--- src/rtl/mac_job_scheduler_pkg.sv ---
// Shared constants and state encoding for the two-requester MAC job scheduler.
package mac_job_scheduler_pkg;

    localparam int OP_W      = 8;
    localparam int ACC_W_DEF = 20;
    localparam int LEN_W_DEF = 4;

    localparam logic [1:0] S_IDLE  = 2'd0;
    localparam logic [1:0] S_RUN   = 2'd1;
    localparam logic [1:0] S_DRAIN = 2'd2;

    typedef enum logic [1:0] {
        ST_IDLE  = S_IDLE,
        ST_RUN   = S_RUN,
        ST_DRAIN = S_DRAIN
    } state_t;

endpackage

--- src/rtl/mac_job_scheduler_mac_core.sv ---
// Operand register, 8x8 multiplier and accumulator; a product is added exactly once,
// one cycle after its operands are loaded.
module mac_core
    import mac_job_scheduler_pkg::*;
#(
    parameter int ACC_W = ACC_W_DEF
) (
    input  logic             clk,
    input  logic             rst_n,
    input  logic             clr,
    input  logic             en,
    input  logic             op_load,
    input  logic [OP_W-1:0]  a,
    input  logic [OP_W-1:0]  b,
    output logic [ACC_W-1:0] acc,
    output logic [ACC_W-1:0] pend_prod
);

    logic [OP_W-1:0]   a_reg;
    logic [OP_W-1:0]   b_reg;
    logic              pend_reg;
    logic [ACC_W-1:0]  acc_reg;
    logic [2*OP_W-1:0] prod;

    assign prod = a_reg * b_reg;
    // Zero when nothing is pending, so stalled cycles never re-add the last product.
    assign pend_prod = pend_reg ? ACC_W'(prod) : '0;
    assign acc       = acc_reg;

    always_ff @(posedge clk or negedge rst_n) begin
        if (!rst_n) begin
            a_reg    <= '0;
            b_reg    <= '0;
            pend_reg <= 1'b0;
            acc_reg  <= '0;
        end else begin
            if (op_load) begin
                a_reg <= a;
                b_reg <= b;
            end
            if (clr) begin
                acc_reg  <= '0;
                pend_reg <= 1'b0;
            end else begin
                if (en) begin
                    acc_reg <= acc_reg + pend_prod;
                end
                if (op_load) begin
                    pend_reg <= 1'b1;
                end else if (en) begin
                    pend_reg <= 1'b0;
                end
            end
        end
    end

endmodule

--- src/rtl/mac_job_scheduler.sv ---
// Round-robin job scheduler in front of a shared MAC: arbitrates per job, streams
// the winner's operand pairs and returns the dot product with a one-cycle pulse.
module mac_job_scheduler
    import mac_job_scheduler_pkg::*;
#(
    parameter int LEN_W = LEN_W_DEF,
    parameter int ACC_W = ACC_W_DEF
) (
    input  logic             clk,
    input  logic             rst_n,
    input  logic [1:0]       req,
    input  logic [LEN_W-1:0] req_len0,
    input  logic [LEN_W-1:0] req_len1,
    input  logic [OP_W-1:0]  a0,
    input  logic [OP_W-1:0]  b0,
    input  logic [OP_W-1:0]  a1,
    input  logic [OP_W-1:0]  b1,
    input  logic [1:0]       op_valid,
    output logic [1:0]       op_ready,
    output logic [1:0]       gnt,
    output logic [1:0]       res_valid,
    output logic [ACC_W-1:0] res_data,
    output logic             busy
);

    state_t           state_reg, state_next;
    logic [1:0]       gnt_reg, gnt_next;
    logic [LEN_W-1:0] beats_left_reg, beats_left_next;
    logic             last_reg, last_next;
    logic [ACC_W-1:0] res_data_reg, res_data_next;
    logic [1:0]       res_valid_reg, res_valid_next;

    logic             win;
    logic             xfer;
    logic             clr;
    logic             en;
    logic [OP_W-1:0]  a_sel;
    logic [OP_W-1:0]  b_sel;
    logic [ACC_W-1:0] acc;
    logic [ACC_W-1:0] pend_prod;

    genvar gi;
    generate
        for (gi = 0; gi < 2; gi++) begin : g_ready
            assign op_ready[gi] = (state_reg == ST_RUN) && gnt_reg[gi];
        end
    endgenerate

    assign gnt       = gnt_reg;
    assign busy      = (state_reg != ST_IDLE);
    assign res_valid = res_valid_reg;
    assign res_data  = res_data_reg;

    assign xfer  = |(op_valid & op_ready);
    assign en    = (state_reg != ST_IDLE);
    assign a_sel = gnt_reg[1] ? a1 : a0;
    assign b_sel = gnt_reg[1] ? b1 : b0;

    mac_core #(
        .ACC_W (ACC_W)
    ) u_mac_core (
        .clk       (clk),
        .rst_n     (rst_n),
        .clr       (clr),
        .en        (en),
        .op_load   (xfer),
        .a         (a_sel),
        .b         (b_sel),
        .acc       (acc),
        .pend_prod (pend_prod)
    );

    always_ff @(posedge clk or negedge rst_n) begin
        if (!rst_n) begin
            state_reg      <= ST_IDLE;
            gnt_reg        <= '0;
            beats_left_reg <= '0;
            last_reg       <= 1'b1;
            res_data_reg   <= '0;
            res_valid_reg  <= '0;
        end else begin
            state_reg      <= state_next;
            gnt_reg        <= gnt_next;
            beats_left_reg <= beats_left_next;
            last_reg       <= last_next;
            res_data_reg   <= res_data_next;
            res_valid_reg  <= res_valid_next;
        end
    end

    always_comb begin
        state_next      = state_reg;
        gnt_next        = gnt_reg;
        beats_left_next = beats_left_reg;
        last_next       = last_reg;
        res_data_next   = res_data_reg;
        res_valid_next  = '0;
        clr             = 1'b0;
        win             = 1'b0;

        case (state_reg)
            ST_IDLE: begin
                // Contention goes to the requester not served last; a lone requester always wins.
                if (req == 2'b11) begin
                    win = ~last_reg;
                end else begin
                    win = req[1];
                end
                if (req != 2'b00) begin
                    gnt_next        = win ? 2'b10 : 2'b01;
                    beats_left_next = win ? req_len1 : req_len0;
                    clr             = 1'b1;
                    state_next      = ST_RUN;
                end
            end
            ST_RUN: begin
                if (xfer) begin
                    if (beats_left_reg == '0) begin
                        state_next = ST_DRAIN;
                    end else begin
                        beats_left_next = beats_left_reg - LEN_W'(1);
                    end
                end
            end
            ST_DRAIN: begin
                // Last product is still in the operand stage; fold it in here.
                res_data_next  = acc + pend_prod;
                res_valid_next = gnt_reg;
                last_next      = gnt_reg[1];
                gnt_next       = '0;
                state_next     = ST_IDLE;
            end
            default: begin
                state_next = ST_IDLE;
                gnt_next   = '0;
            end
        endcase
    end

endmodule

--- config.mk ---
export PLATFORM = sky130hd
export DESIGN_NAME = mac_job_scheduler
export DESIGN_NICKNAME = d
export VERILOG_FILES = /design/src/rtl/mac_job_scheduler_pkg.sv /design/src/rtl/mac_job_scheduler_mac_core.sv /design/src/rtl/mac_job_scheduler.sv
export SDC_FILE = /design/constraint.sdc
export NUM_CORES = 1
export LEC_CHECK = 0
export CAP_MARGIN = 10
export CORE_ASPECT_RATIO = 1.2
export CORE_MARGIN = 5
export CORE_UTILIZATION = 40
export DETAILED_ROUTE_END_ITERATION = 8
export GPL_TIMING_DRIVEN = 0
export HOLD_SLACK_MARGIN = 0.15
export PLACE_DENSITY = 0.65
export REMOVE_ABC_BUFFERS = 1
export SYNTH_ARGS = -nofsm -noshare
export SYNTH_HDL_FRONTEND = slang
export SYNTH_SLANG_ARGS = --single-unit
--- constraint.sdc ---
create_clock -name clk -period 11.6 [get_ports clk]
set_clock_uncertainty 0.05 [all_clocks]
set_input_delay 2.32 -clock clk [delete_from_list [all_inputs] [get_ports clk]]
set_output_delay 2.32 -clock clk [all_outputs]
set_load 0.005 [all_outputs]
==> results.py <==
metrics = {
    "clock_network": {
        "post_cts_resized": 0,
        "htree_levels": 3,
        "numCtsBuffers": 9,
        "clockRootBuffer": "clkbuf_16",
        "clkSlewWorstSetupHoldPaths_ns": 0.06,
        "cts.sinks": 68,
        "cts_setup_buffers": 0,
        "ctsHoldBuffers": 0,
        "worstSkewPairLatency_ns": 0.33,
        "cts_buffer_depth": 2,
        "cts_tree": "built",
    },
    "critical_path": {
        "cp-end-kind": "flop",
        "cp_top_family": "adder cells",
        "cpPeakStageDelay_ns": 0.55,
        "cp.depth": 20,
        "ff2ff_path_depth": 20,
        "critical_path.max_fanout": 9,
        "critPathBufInv": 3,
        "worstPathArrival_ns": 6.36,
        "r2r_slack_ns": 5.41,
        "critPathSlowestCell": "fa_1",
        "critical_path_class": "flop to flop",
        "crit_required_ns": 11.77,
        "crit_path_start_kind": "flop",
        "crit_chain": "and2_1 -> fa_1 -> fa_1 -> fa_1 -> inv_1 -> fa_1 -> inv_1 -> ha_1 -> nand3_1 -> o2111ai_1 -> a21oi_1 -> a21oi_1 -> nand3_1 -> a21oi_1 -> and3b_1 -> ha_1 -> a21oi_1 -> inv_1 -> or3_2 -> a32o_1",
    },
    "synth": {
        "yosys_warnings": 0,
        "synth_ff_type": "dfrtp_1",
        "yosys-top-cells-area": "dfrtp_1 29%, fa_1 13%, ha_1 11%",
        "synth_area_leader_cell": "dfrtp_1",
        "synth_edf_count": 0,
        "netlist_instances": 643,
        "syn_area_mm2": 0.00578,
        "seq_area_frac_synth_pct": 29.4,
        "synth_top_area_share_pct": 29.0,
        "synth_cell_types": 54,
        "synthArstFlopShare_pct": 100,
        "ys_ff_latch": 68,
        "syn_area_per_cell_um2": 8.99,
    },
    "layout": {
        "nFillCells": 1389,
        "seq_area_mm2": 0.00170,
        "final_nets": 850,
        "fin_cells": 893,
        "drive_gt1_share_pct": 5.15,
        "areaGrowthSynthToFinish_pct": 21.0,
        "multi_input_area_mm2": 0.00376,
        "num_antenna_cells": 0,
    },
    "timing": {
        "finalHoldViolations": 0,
        "maxSlewHeadroom_pct": 26.4,
        "fmax_mhz": 162,
        "setup_viol": 0,
        "report.final.slew_viol_count": 0,
        "fin_crit_ns": 6.19,
        "worst_pin_slew_ns": 1.10,
        "rsz0062_at_grt": "false",
        "tns_ns": 0,
        "timing.final.crit_share_pct": 53.3,
    },
    "global_route": {
        "grt_pass1_wl_mm": 21.6,
        "antenna_found_initial": 0,
        "grt_usage_pct": 15.4,
        "grt_max_degree": 69,
        "overflow": 0,
        "grt_pass1_vias": 4741,
    },
    "routing": {
        "num_vias": 4633,
        "via_per_inst": 5.19,
        "wl_mm": 12.6,
        "dr.first_iter.drc_count": 161,
        "ant_nets": 0,
        "drcViolationCount": 0,
        "firstDrtPassIters": 4,
        "drt-wirelength-per-cell_um": 14.1,
    },
    "hold_path": {
        "whs_path_depth": 2,
        "hold_class": "flop to flop",
    },
    "floorplanning": {
        "die_w_um": 120,
        "die_h_um": 142,
        "coreArea_mm2": 0.0143,
        "die-area_mm2": 0.0170,
        "rows": 48,
        "pin_count": 73,
        "initial_core_util_pct": 40.5,
    },
    "place": {
        "place.gp.congestion": 0.898,
        "dp_hpwl_mm": 9.67,
        "dp_cells": 876,
        "portBuffers": 72,
    },
    "job": {
        "drv_cap": 0,
    },
    "status": {
        "status": "finished clean",
    },
}
## stage by stage
| stage | worst slack (ns) | hold slack, ns | utilization, % | instance area (um2) |
|---|---|---|---|---|
| floorplan | 5.90 | 0.406 | - | 5720 |
| global placement | 5.51 | 0.415 | 46.6 | 6660 |
| detailed placement | 5.37 | 0.419 | 46.7 | 6670 |
| CTS | 5.37 | 0.432 | 48.7 | 6960 |
| global route | 5.00 | 0.467 | 48.9 | 7000 |
| finish | 5.41 | 0.424 | 48.9 | 7000 |
## routing by layer
metal,vias up,wire [um],global-route usage (%)
li1,2287,-,-
met5,-,0,0
met2,73,6650,27.7
met3,23,355,2.79
met1,2250,5340,18.6
met4,0,253,5.19
## final cells by class
type / instances / area share, %
repair buffers: 75 / 11.0
inverters: 69 / 3.70
well taps: 175 / 3.13
clock inverters: 5 / 0.769
clock buffers: 10 / 3.27
multi-input cells: 491 / 53.8
flip-flops and latches: 68 / 24.3
## cells in the final DEF (no fill, tap or decap), types with 9 or more instances in the layout
master	count
nand2_1	66
clkbuf_16	9
inv_1	68
a21oi_1	52
dfrtp_1	67
mux2i_1	17
xor2_1	17
clkdlybuf4s50_1	71
nand3_1	15
o21ai_0	53
nor2_1	34
fa_1	37
ha_1	53
and2_1	65
xnor2_1	10
## worst paths after layout
| path | start | end |
|---|---|---|
| min in group asynchronous | rst_n | res_data[17]$_DFFE_PN0N_ |
| worst max register to register | u_mac_core.a_reg[1]$_DFFE_PN0P_ | res_data[18]$_DFFE_PN0N_ |
| worst max-delay path | u_mac_core.a_reg[1]$_DFFE_PN0P_ | res_data[18]$_DFFE_PN0N_ |
| worst min-delay path | res_data[4]$_DFFE_PN0N_ | res_data[4]$_DFFE_PN0N_ |
| worst min register to register | res_data[4]$_DFFE_PN0N_ | res_data[4]$_DFFE_PN0N_ |
| max in group asynchronous | rst_n | u_mac_core.b_reg[3]$_DFFE_PN0P_ |
## kinds of logic (layout without fill, tap and decap cells)
family,count (synthesis),after routing,share of synthesized area (%)
simple gates,209,209,18.1
compound gates,145,145,15.1
fa+ha+maj,90,90,24.3
buf+inv,84,159,5.50
flops,68,68,29.4
xor+xnor,27,27,4.09
mux,20,20,3.53
## synthesized netlist by cell type (2+ instances only)
library cell and instances:
mux2_2 3, and2_1 65, inv_1 68, a22oi_1 2, nor3_1 5, a21o_1 5, nor2_2 3, o211ai_1 3
buf_2 2, o21ba_2 2, fa_1 37, o21ai_0 53, nand2b_1 9, xnor2_1 10, nand2_1 66, a211oi_1 4
and3_1 2, a21oi_1 52, o22ai_1 2, o21a_1 3, xor2_1 17, o21bai_1 3, a22o_1 2, nand3_1 15
o2111ai_1 2, ha_1 53, nor2_1 34, clkbuf_1 12, mux2i_1 17, dfrtp_1 67, nor2b_1 2
## worst min-delay path: cells and delay by family (launching register included)
kind             cells  cell delay [ns]
AO/OA/AOI/OAI        1             0.06
flip-flops           1             0.34
AND/OR/NAND/NOR      1             0.04
Power is left out: the tool's default activity adds up to more than one toggle a clock period on the data nets, which glitch-free logic cannot reach.
